$ cat src/rtl/truth_table_sweeper_if.sv
// Purpose : bundles the sweeper's control, stimulus and result signals.
// Latency : none (wiring only).
// Backpressure : none; start is a one-cycle request and is ignored while a sweep runs.
//
// Signals (N = swept input width):
//   start            : one-cycle request to begin a sweep
//   vec[N-1:0]       : vector driven to both implementations under test
//   y_a, y_b         : outputs of implementation A and implementation B
//   busy             : high while a sweep is in progress
//   done             : one-cycle pulse when a sweep completes
//   pass             : last completed sweep had zero mismatches
//   mismatch_count   : mismatching vectors in the last or current sweep (N+1 bits)
//   first_fail_vec   : first vector, in sweep order, with y_a != y_b
//   first_fail_valid : first_fail_vec holds a captured value
//
// master = the sweeper; slave = the environment that drives start and the two
// implementations.
interface truth_table_sweeper_if #(
    parameter int N = 3
);
    logic         start;
    logic [N-1:0] vec;
    logic         y_a;
    logic         y_b;
    logic         busy;
    logic         done;
    logic         pass;
    logic [N:0]   mismatch_count;
    logic [N-1:0] first_fail_vec;
    logic         first_fail_valid;

    modport master (
        input  start, y_a, y_b,
        output vec, busy, done, pass, mismatch_count, first_fail_vec, first_fail_valid
    );

    modport slave (
        output start, y_a, y_b,
        input  vec, busy, done, pass, mismatch_count, first_fail_vec, first_fail_valid
    );
endinterface

$ cat src/rtl/truth_table_sweeper.sv
// Purpose : exhaustively sweeps N inputs and compares two implementations bit-for-bit.
// Latency : busy for 2^N*HOLD cycles after start is accepted, then a one-cycle done.
// Backpressure : none; start is accepted only in IDLE and ignored otherwise.
//
// Ports:
//   clk  : single clock, all state changes on the rising edge
//   rst  : synchronous active-high reset, takes priority over start
//   bus  : truth_table_sweeper_if master modport (start, vec, y_a, y_b, status, results)
//
// Parameters:
//   N    : number of swept inputs (1..16)
//   HOLD : cycles each vector is held; y_a/y_b are sampled on the last of them (>=1)
//   GRAY : 0 = binary order, 1 = reflected-Gray order
module truth_table_sweeper #(
    parameter int N    = 3,
    parameter int HOLD = 1,
    parameter int GRAY = 0
) (
    input  logic                   clk,
    input  logic                   rst,
    truth_table_sweeper_if.master  bus
);

    typedef enum logic [1:0] {
        ST_IDLE  = 2'd0,
        ST_SWEEP = 2'd1,
        ST_DONE  = 2'd2
    } state_t;

    // Hold counter only needs to reach HOLD-1; keep at least one bit so the
    // HOLD=1 case still elaborates cleanly (it compares every cycle).
    localparam int              HW        = (HOLD > 1) ? $clog2(HOLD) : 1;
    localparam logic [HW-1:0]   HOLD_LAST = HW'(HOLD - 1);
    localparam logic [N-1:0]    IDX_LAST  = '1;

    state_t         state_q, state_d;
    logic [N-1:0]   idx_q, idx_d;
    logic [HW-1:0]  hold_q, hold_d;
    logic [N:0]     cnt_q, cnt_d;
    logic [N-1:0]   ffv_q, ffv_d;
    logic           ffvld_q, ffvld_d;
    logic           pass_q, pass_d;

    logic [N-1:0]   sweep_vec;
    logic           compare_edge;
    logic           miscompare;

    // Index is N bits wide; termination is detected explicitly on the compare
    // edge of the all-ones index, so the wrap back to 0 never re-enters SWEEP.
    assign sweep_vec    = (GRAY != 0) ? (idx_q ^ (idx_q >> 1)) : idx_q;
    assign compare_edge = (state_q == ST_SWEEP) && (hold_q == HOLD_LAST);
    assign miscompare   = compare_edge && (bus.y_a != bus.y_b);

    always_ff @(posedge clk) begin
        if (rst) begin
            state_q <= ST_IDLE;
            idx_q   <= '0;
            hold_q  <= '0;
            cnt_q   <= '0;
            ffv_q   <= '0;
            ffvld_q <= 1'b0;
            pass_q  <= 1'b0;
        end else begin
            state_q <= state_d;
            idx_q   <= idx_d;
            hold_q  <= hold_d;
            cnt_q   <= cnt_d;
            ffv_q   <= ffv_d;
            ffvld_q <= ffvld_d;
            pass_q  <= pass_d;
        end
    end

    always_comb begin
        state_d  = state_q;
        idx_d    = idx_q;
        hold_d   = hold_q;
        cnt_d    = cnt_q;
        ffv_d    = ffv_q;
        ffvld_d  = ffvld_q;
        pass_d   = pass_q;
        bus.vec  = '0;
        bus.busy = 1'b0;
        bus.done = 1'b0;

        case (state_q)
            ST_IDLE: begin
                if (bus.start) begin
                    state_d = ST_SWEEP;
                    idx_d   = '0;
                    hold_d  = '0;
                    cnt_d   = '0;
                    ffv_d   = '0;
                    ffvld_d = 1'b0;
                    pass_d  = 1'b0;
                end
            end

            ST_SWEEP: begin
                bus.vec  = sweep_vec;
                bus.busy = 1'b1;
                hold_d   = hold_q + HW'(1);
                if (compare_edge) begin
                    hold_d = '0;
                    idx_d  = idx_q + N'(1);
                    if (miscompare) begin
                        cnt_d = cnt_q + (N+1)'(1);
                        // Only the earliest failing vector in sweep order is kept.
                        if (!ffvld_q) begin
                            ffv_d   = sweep_vec;
                            ffvld_d = 1'b1;
                        end
                    end
                    if (idx_q == IDX_LAST) begin
                        state_d = ST_DONE;
                        idx_d   = '0;
                        // Uses the count including this final compare.
                        pass_d  = (cnt_d == '0);
                    end
                end
            end

            ST_DONE: begin
                bus.done = 1'b1;
                state_d  = ST_IDLE;
            end

            default: begin
                state_d = ST_IDLE;
            end
        endcase
    end

    assign bus.pass             = pass_q;
    assign bus.mismatch_count   = cnt_q;
    assign bus.first_fail_vec   = ffv_q;
    assign bus.first_fail_valid = ffvld_q;

endmodule
$ cat src/flat_wrapper.sv
// flat-port wrapper written by rule: the top's interface ports become plain ports
module truth_table_sweeper_flat 
#(
    parameter int N    = 3,
    parameter int HOLD = 1,
    parameter int GRAY = 0
)
  (clk, rst, bus_start, bus_y_a, bus_y_b, bus_vec, bus_busy, bus_done, bus_pass, bus_mismatch_count, bus_first_fail_vec, bus_first_fail_valid);
  truth_table_sweeper_if #(.N(N)) bus_i ();
  input  logic clk;
  input  logic rst;
  input wire logic [$bits(bus_i.start)-1:0] bus_start;
  input wire logic [$bits(bus_i.y_a)-1:0] bus_y_a;
  input wire logic [$bits(bus_i.y_b)-1:0] bus_y_b;
  output wire logic [$bits(bus_i.vec)-1:0] bus_vec;
  output wire logic [$bits(bus_i.busy)-1:0] bus_busy;
  output wire logic [$bits(bus_i.done)-1:0] bus_done;
  output wire logic [$bits(bus_i.pass)-1:0] bus_pass;
  output wire logic [$bits(bus_i.mismatch_count)-1:0] bus_mismatch_count;
  output wire logic [$bits(bus_i.first_fail_vec)-1:0] bus_first_fail_vec;
  output wire logic [$bits(bus_i.first_fail_valid)-1:0] bus_first_fail_valid;
  assign bus_i.start = bus_start;
  assign bus_i.y_a = bus_y_a;
  assign bus_i.y_b = bus_y_b;
  assign bus_vec = bus_i.vec;
  assign bus_busy = bus_i.busy;
  assign bus_done = bus_i.done;
  assign bus_pass = bus_i.pass;
  assign bus_mismatch_count = bus_i.mismatch_count;
  assign bus_first_fail_vec = bus_i.first_fail_vec;
  assign bus_first_fail_valid = bus_i.first_fail_valid;
  truth_table_sweeper #(.N(N), .HOLD(HOLD), .GRAY(GRAY)) u_core (.clk(clk), .rst(rst), .bus(bus_i));
endmodule
$ cat config.mk
export PLATFORM = sky130hd
export DESIGN_NAME = truth_table_sweeper_flat
export DESIGN_NICKNAME = d
export VERILOG_FILES = /design/src/rtl/truth_table_sweeper_if.sv /design/src/rtl/truth_table_sweeper.sv /design/src/flat_wrapper.sv
export SDC_FILE = /design/constraint.sdc
export NUM_CORES = 1
export LEC_CHECK = 0
export ABC_CLOCK_PERIOD_IN_PS = 1700
export CAP_MARGIN = 40
export CORE_MARGIN = 2
export CORE_UTILIZATION = 42
export DETAILED_ROUTE_END_ITERATION = 10
export PLACE_DENSITY = 0.71
export SYNTH_ARGS = -nofsm -noshare
export SYNTH_HDL_FRONTEND = slang
export SYNTH_SLANG_ARGS = --single-unit
$ cat constraint.sdc
create_clock -name clk -period 1.7 [get_ports clk]
set_clock_uncertainty 0.05 [all_clocks]
set_input_delay 0.34 -clock clk [delete_from_list [all_inputs] [get_ports clk]]
set_output_delay 0.34 -clock clk [all_outputs]
set_load 0.05 [all_outputs]
# Word level (Yosys, flattened, before mapping)
# Cells that the tools add are included.
# op_classes
n_addsub,3
eq_ne,9
muxes,30
bitwise,1
reduce_logical,11
# ops
cell,count
$mux 3,7
$mux 4,5
$pmux 3 s2,2
$mux 1,8
$pmux 4 s2,1
$reduce_and 4->1,2
$mux 2,3
$ne 2x2->1 const B,3
$pmux 1 s2,3
$reduce_and 3->1,2
$reduce_and 5->1,1
$add 4x1->4 const B,1
$logic_not 4->1,1
$ne 2x1->1 const B,2
$pmux 2 s2,1
$add 3x1->3 const B,1
$eq 3x3->1 const B,1
$eq 2x1->1 const B,1
$eq 2x2->1 const B,1
$logic_and 1x1->1,2
$logic_not 2->1,1
$reduce_and 2->1,1
$reduce_bool 2->1,1
$add 1x1->1 const B,1
2 further kinds,2
# totals
register_bits,15
input_bits,5
output_inout_bits,14
elab_cells,61

# Longest topological paths before layout
# depth
ltp_word,10
mapped_depth,6
ltp_nobuf,6

# Least setup slack after synthesis
# Ideal clock, no wire load.
# synth_timing
kind,reg2out
from,register u_core.state_q[0]
to,output bus_vec[0]
arrival_ns,1.522
slack_ns,-0.212
stages_incl_launch_ff,4
path_cell_list,dfxtp_1 or2b_1 inv_1 and2_1
# synth_between
elab_chain_cells,2
# synth_lines
item,line,source
from (decl),truth_table_sweeper.sv:36,"state_t state_q, state_d;"
from (signal assigned),truth_table_sweeper.sv:64,state_q <= state_d;
$eq 2x1->1,truth_table_sweeper.sv:86,case (state_q)
$mux 3,truth_table_sweeper.sv:86,
to (decl),flat_wrapper.sv:15,output wire logic [$bits(bus_i.vec)-1:0] bus_vec;
# Every way passes these cells.

# Worst setup path in the final report
# Same ends and word-level chain as after synthesis.

==> flow_metrics.tcl <==
set metrics [dict create \
    status "finished clean" \
    synth_fp_nets 93 \
    h-tree-depth 1 \
    r2r_start "u_core.state_q[1]$_SDFFE_PP0P_" \
    finalWeightedCongestion 0.809 \
    crit_path_end_kind "output pin" \
    min_path_cells 1 \
    die_area_um2 2120 \
    synth_ff_type "dfxtp_1" \
    top_level_ports 19 \
    seq_area_frac_synth_pct 40.4 \
    ys_warn_count 0 \
    cts_buffer_depth 2 \
    place_inst 129 \
    reg2reg_depth 4 \
    yosys.cell_count.top_type "dfxtp_1" \
    r2r_end "u_core.bus.pass$_SDFFE_PP0P_" \
    critPathMaxFanout 4 \
    grt_overflow 0 \
    ff2ff_setup_slack_ps 90 \
    crit_arrival_ps 1280 \
    worst_skew_pair.late_latency_ps 280 \
    stdcell_count 138 \
    clock_sinks 15 \
    yosysTopAreaCell "dfxtp_1" \
    die-height_um 46.1 \
    min_period_over_period_pct 98.3 \
    ys_top_cells_by_count "15 x dfxtp_1, 11 x nor2_1, 7 x a21oi_1" \
    rsz0062_at_grt "yes" \
    start_kind "flip-flop" \
    n_fill_cell 131 \
    finalPower_mw 0.756 \
    hold_violations 0 \
    grt_busiest_layer "met2" \
    cts_made_buffers 3 \
    drtPass1Iterations 4 \
    hp-class "flip-flop to flip-flop" \
    tightest_slew_ps 328 \
    layout_min_cycle_time_ps 1670 \
    synth_area_um2 743 \
    grt_start_max_net_pins 16 \
    drtAntennaViolNets 0 \
    vias 733 \
    antenna_found_initial 0 \
    drc 0 \
    diodes 0 \
    grt_pass1_wl_um 2880 \
    grt.total_usage_pct 19.1 \
    maxCapViolCount 0 \
    root_buffer "clkbuf_4" \
    power.leakage_nw 0.494 \
    grtUsageMet2_pct 30.3 \
    tns_ps 0 \
    drive_above_1_share_pct 38.0 \
    syn2layout_area_growth_pct 54.4 \
    die_w_um 46.1 \
    timing.slew.headroom_pct 77.8 \
    hold_slack_ps 434 \
    fin_nets 130 \
    final_max_slew_viol_count 0 \
    worstSetupPathType "flip-flop to output pin" \
    ir_drop_uv 447 \
    synth_top_area_share_pct 40.4 \
    fmax_mhz 598 \
    netlist_top_cells_area "dfxtp_1 40%, nor2_1 5.6%, ha_1 5.1%" \
    post-dp-hpwl_um 1260 \
    hold_end "u_core.bus.pass$_SDFFE_PP0P_" \
    synth_seq_cells 15 \
    fin_area_um2 1150 \
    port_buffers 18 \
    clk_pin_slew_ps 100 \
    synth.distinct_cells 31 \
    synth_edf_count 0 \
    postPlaceCellArea_um2 1070 \
    setup_viol 0 \
    avgSynthCellArea_um2 8.74 \
    drt_wl_total_um 1710 \
    use_met1_pct 24.9 \
    cp.required_ps 1310 \
    power_density_nw_per_um2 659 \
    routed_via_density 5.31 \
    core_area_um2 1690 \
    async_flop_share_pct 0 \
    synth_cells 85 \
    start_util_pct 44.0 \
    num_rows 15 \
    grt_pass1_vias 679 \
    wl_per_cell_um 12.4 \
    grt.met3_usage_pct 3.53 \
    cts_tree "done" \
    hold_buffers 0 \
    hp-start "u_core.bus.pass$_SDFFE_PP0P_" \
    drt-initial-drc-count 18 \
]
## logic make-up (layout without fill, tap and decap cells)
group                      Yosys count  count (layout)  synth area share, %
and+or+nand+nor                     36              36                 26.9
AOI/OAI and AO/OA                   22              22                 18.7
DFF                                 15              15                 40.4
xor gates and xnor gates             5               5                 5.89
adders and majority gates            3               3                 5.05
buffers and inverters                3              39                 1.52
muxes                                1               1                 1.52
## where the power goes
| group | switching, mW | internal [mW] |
|---|---|---|
| combinational | 0.0954 | 0.0816 |
| sequential | 0.00951 | 0.362 |
| clock | 0.120 | 0.0873 |
| total | 0.225 | 0.531 |
## stage by stage
step / worst slack [ps] / utilization [%]
after global routing: -22.3 / 67.9
after detailed placement: -189 / 63.1
final: 28.3 / 67.9
after floorplan: -2.73 / -
after global placement: -161 / 63.1
after CTS: 13.3 / 66.1
## cell usage in the layout (no fill, tap or decap), types with 2 or more instances in the layout
cell and count:
buf_4 23, dfxtp_1 12, nor2_1 11, a21oi_1 7, buf_12 6, o21ai_0 5, nand3_1 4, nand2_1 4
clkdlybuf4s50_1 4, and2_4 3, xnor2_1 3, ha_1 3, clkbuf_4 3, dfxtp_2 3, a21o_1 2, nand3b_1 2
nor3b_1 2, a22oi_1 2, nor3_1 2
## per-layer routing
layer	share of wire [%]	up-vias	wire, um
li1	-	384	-
met1	47	325	809
met2	47	22	800
met3	5.0	2	85
met4	0.70	0	12
met5	0	-	0
## how the worst max path moves through the flow
stage / from / end / slack (ps)
CTS: u_core.state_q[0]$_SDFFE_PP0P_ / bus_vec[0] / 10
global placement: bus_y_b / u_core.bus.pass$_SDFFE_PP0P_ / -160
floorplan: u_core.state_q[1]$_SDFFE_PP0P_ / bus_vec[0] / -3
detailed placement: bus_y_a / u_core.bus.first_fail_vec[2]$_SDFFE_PP0P_ / -190
finish: u_core.state_q[0]$_SDFFE_PP0P_ / bus_vec[0] / 30
global route: u_core.state_q[0]$_SDFFE_PP0P_ / bus_vec[1] / -20
## layout make-up
| class | count | area (um2) | area share [%] |
|---|---|---|---|
| Inverter | 2 | 11.3 | 0.981 |
| Sequential cell | 15 | 304 | 26.5 |
| Timing Repair Buffer | 33 | 333 | 29.0 |
| Clock inverter | 1 | 5.00 | 0.436 |
| Tap cell | 17 | 21.3 | 1.85 |
| Clock buffer | 3 | 22.5 | 1.96 |
| Multi-Input combinational cell | 67 | 450 | 39.3 |
## flip-flops by register name, indices dropped and copies added, names as in the netlist
| register | flops |
|---|---|
| u_core.hold_q | 1 |
| u_core.bus.mismatch_count | 4 |
| u_core.bus.first_fail_vec | 3 |
| u_core.bus.first_fail_valid | 1 |
| u_core.idx_q | 3 |
| u_core.state_q | 2 |
| u_core.bus.pass | 1 |
## worst max-delay path, stage by stage (launching register included)
cell        delay (ps)
dfxtp_2            340
or2b_4             280
clkinvlp_4          90
and2_4             160
buf_12             130
## repair_timing
action / 4_1_cts / 5_1_grt
gates cloned: 0 / 0
endpoints found under the hold margin: 0 / 0
setup endpoints to repair: 3 / 5
pin swaps: 0 / 2
buffers inserted: 2 / 3
gates resized for setup: 5 / 1
Power figures use the tool's default switching activity.
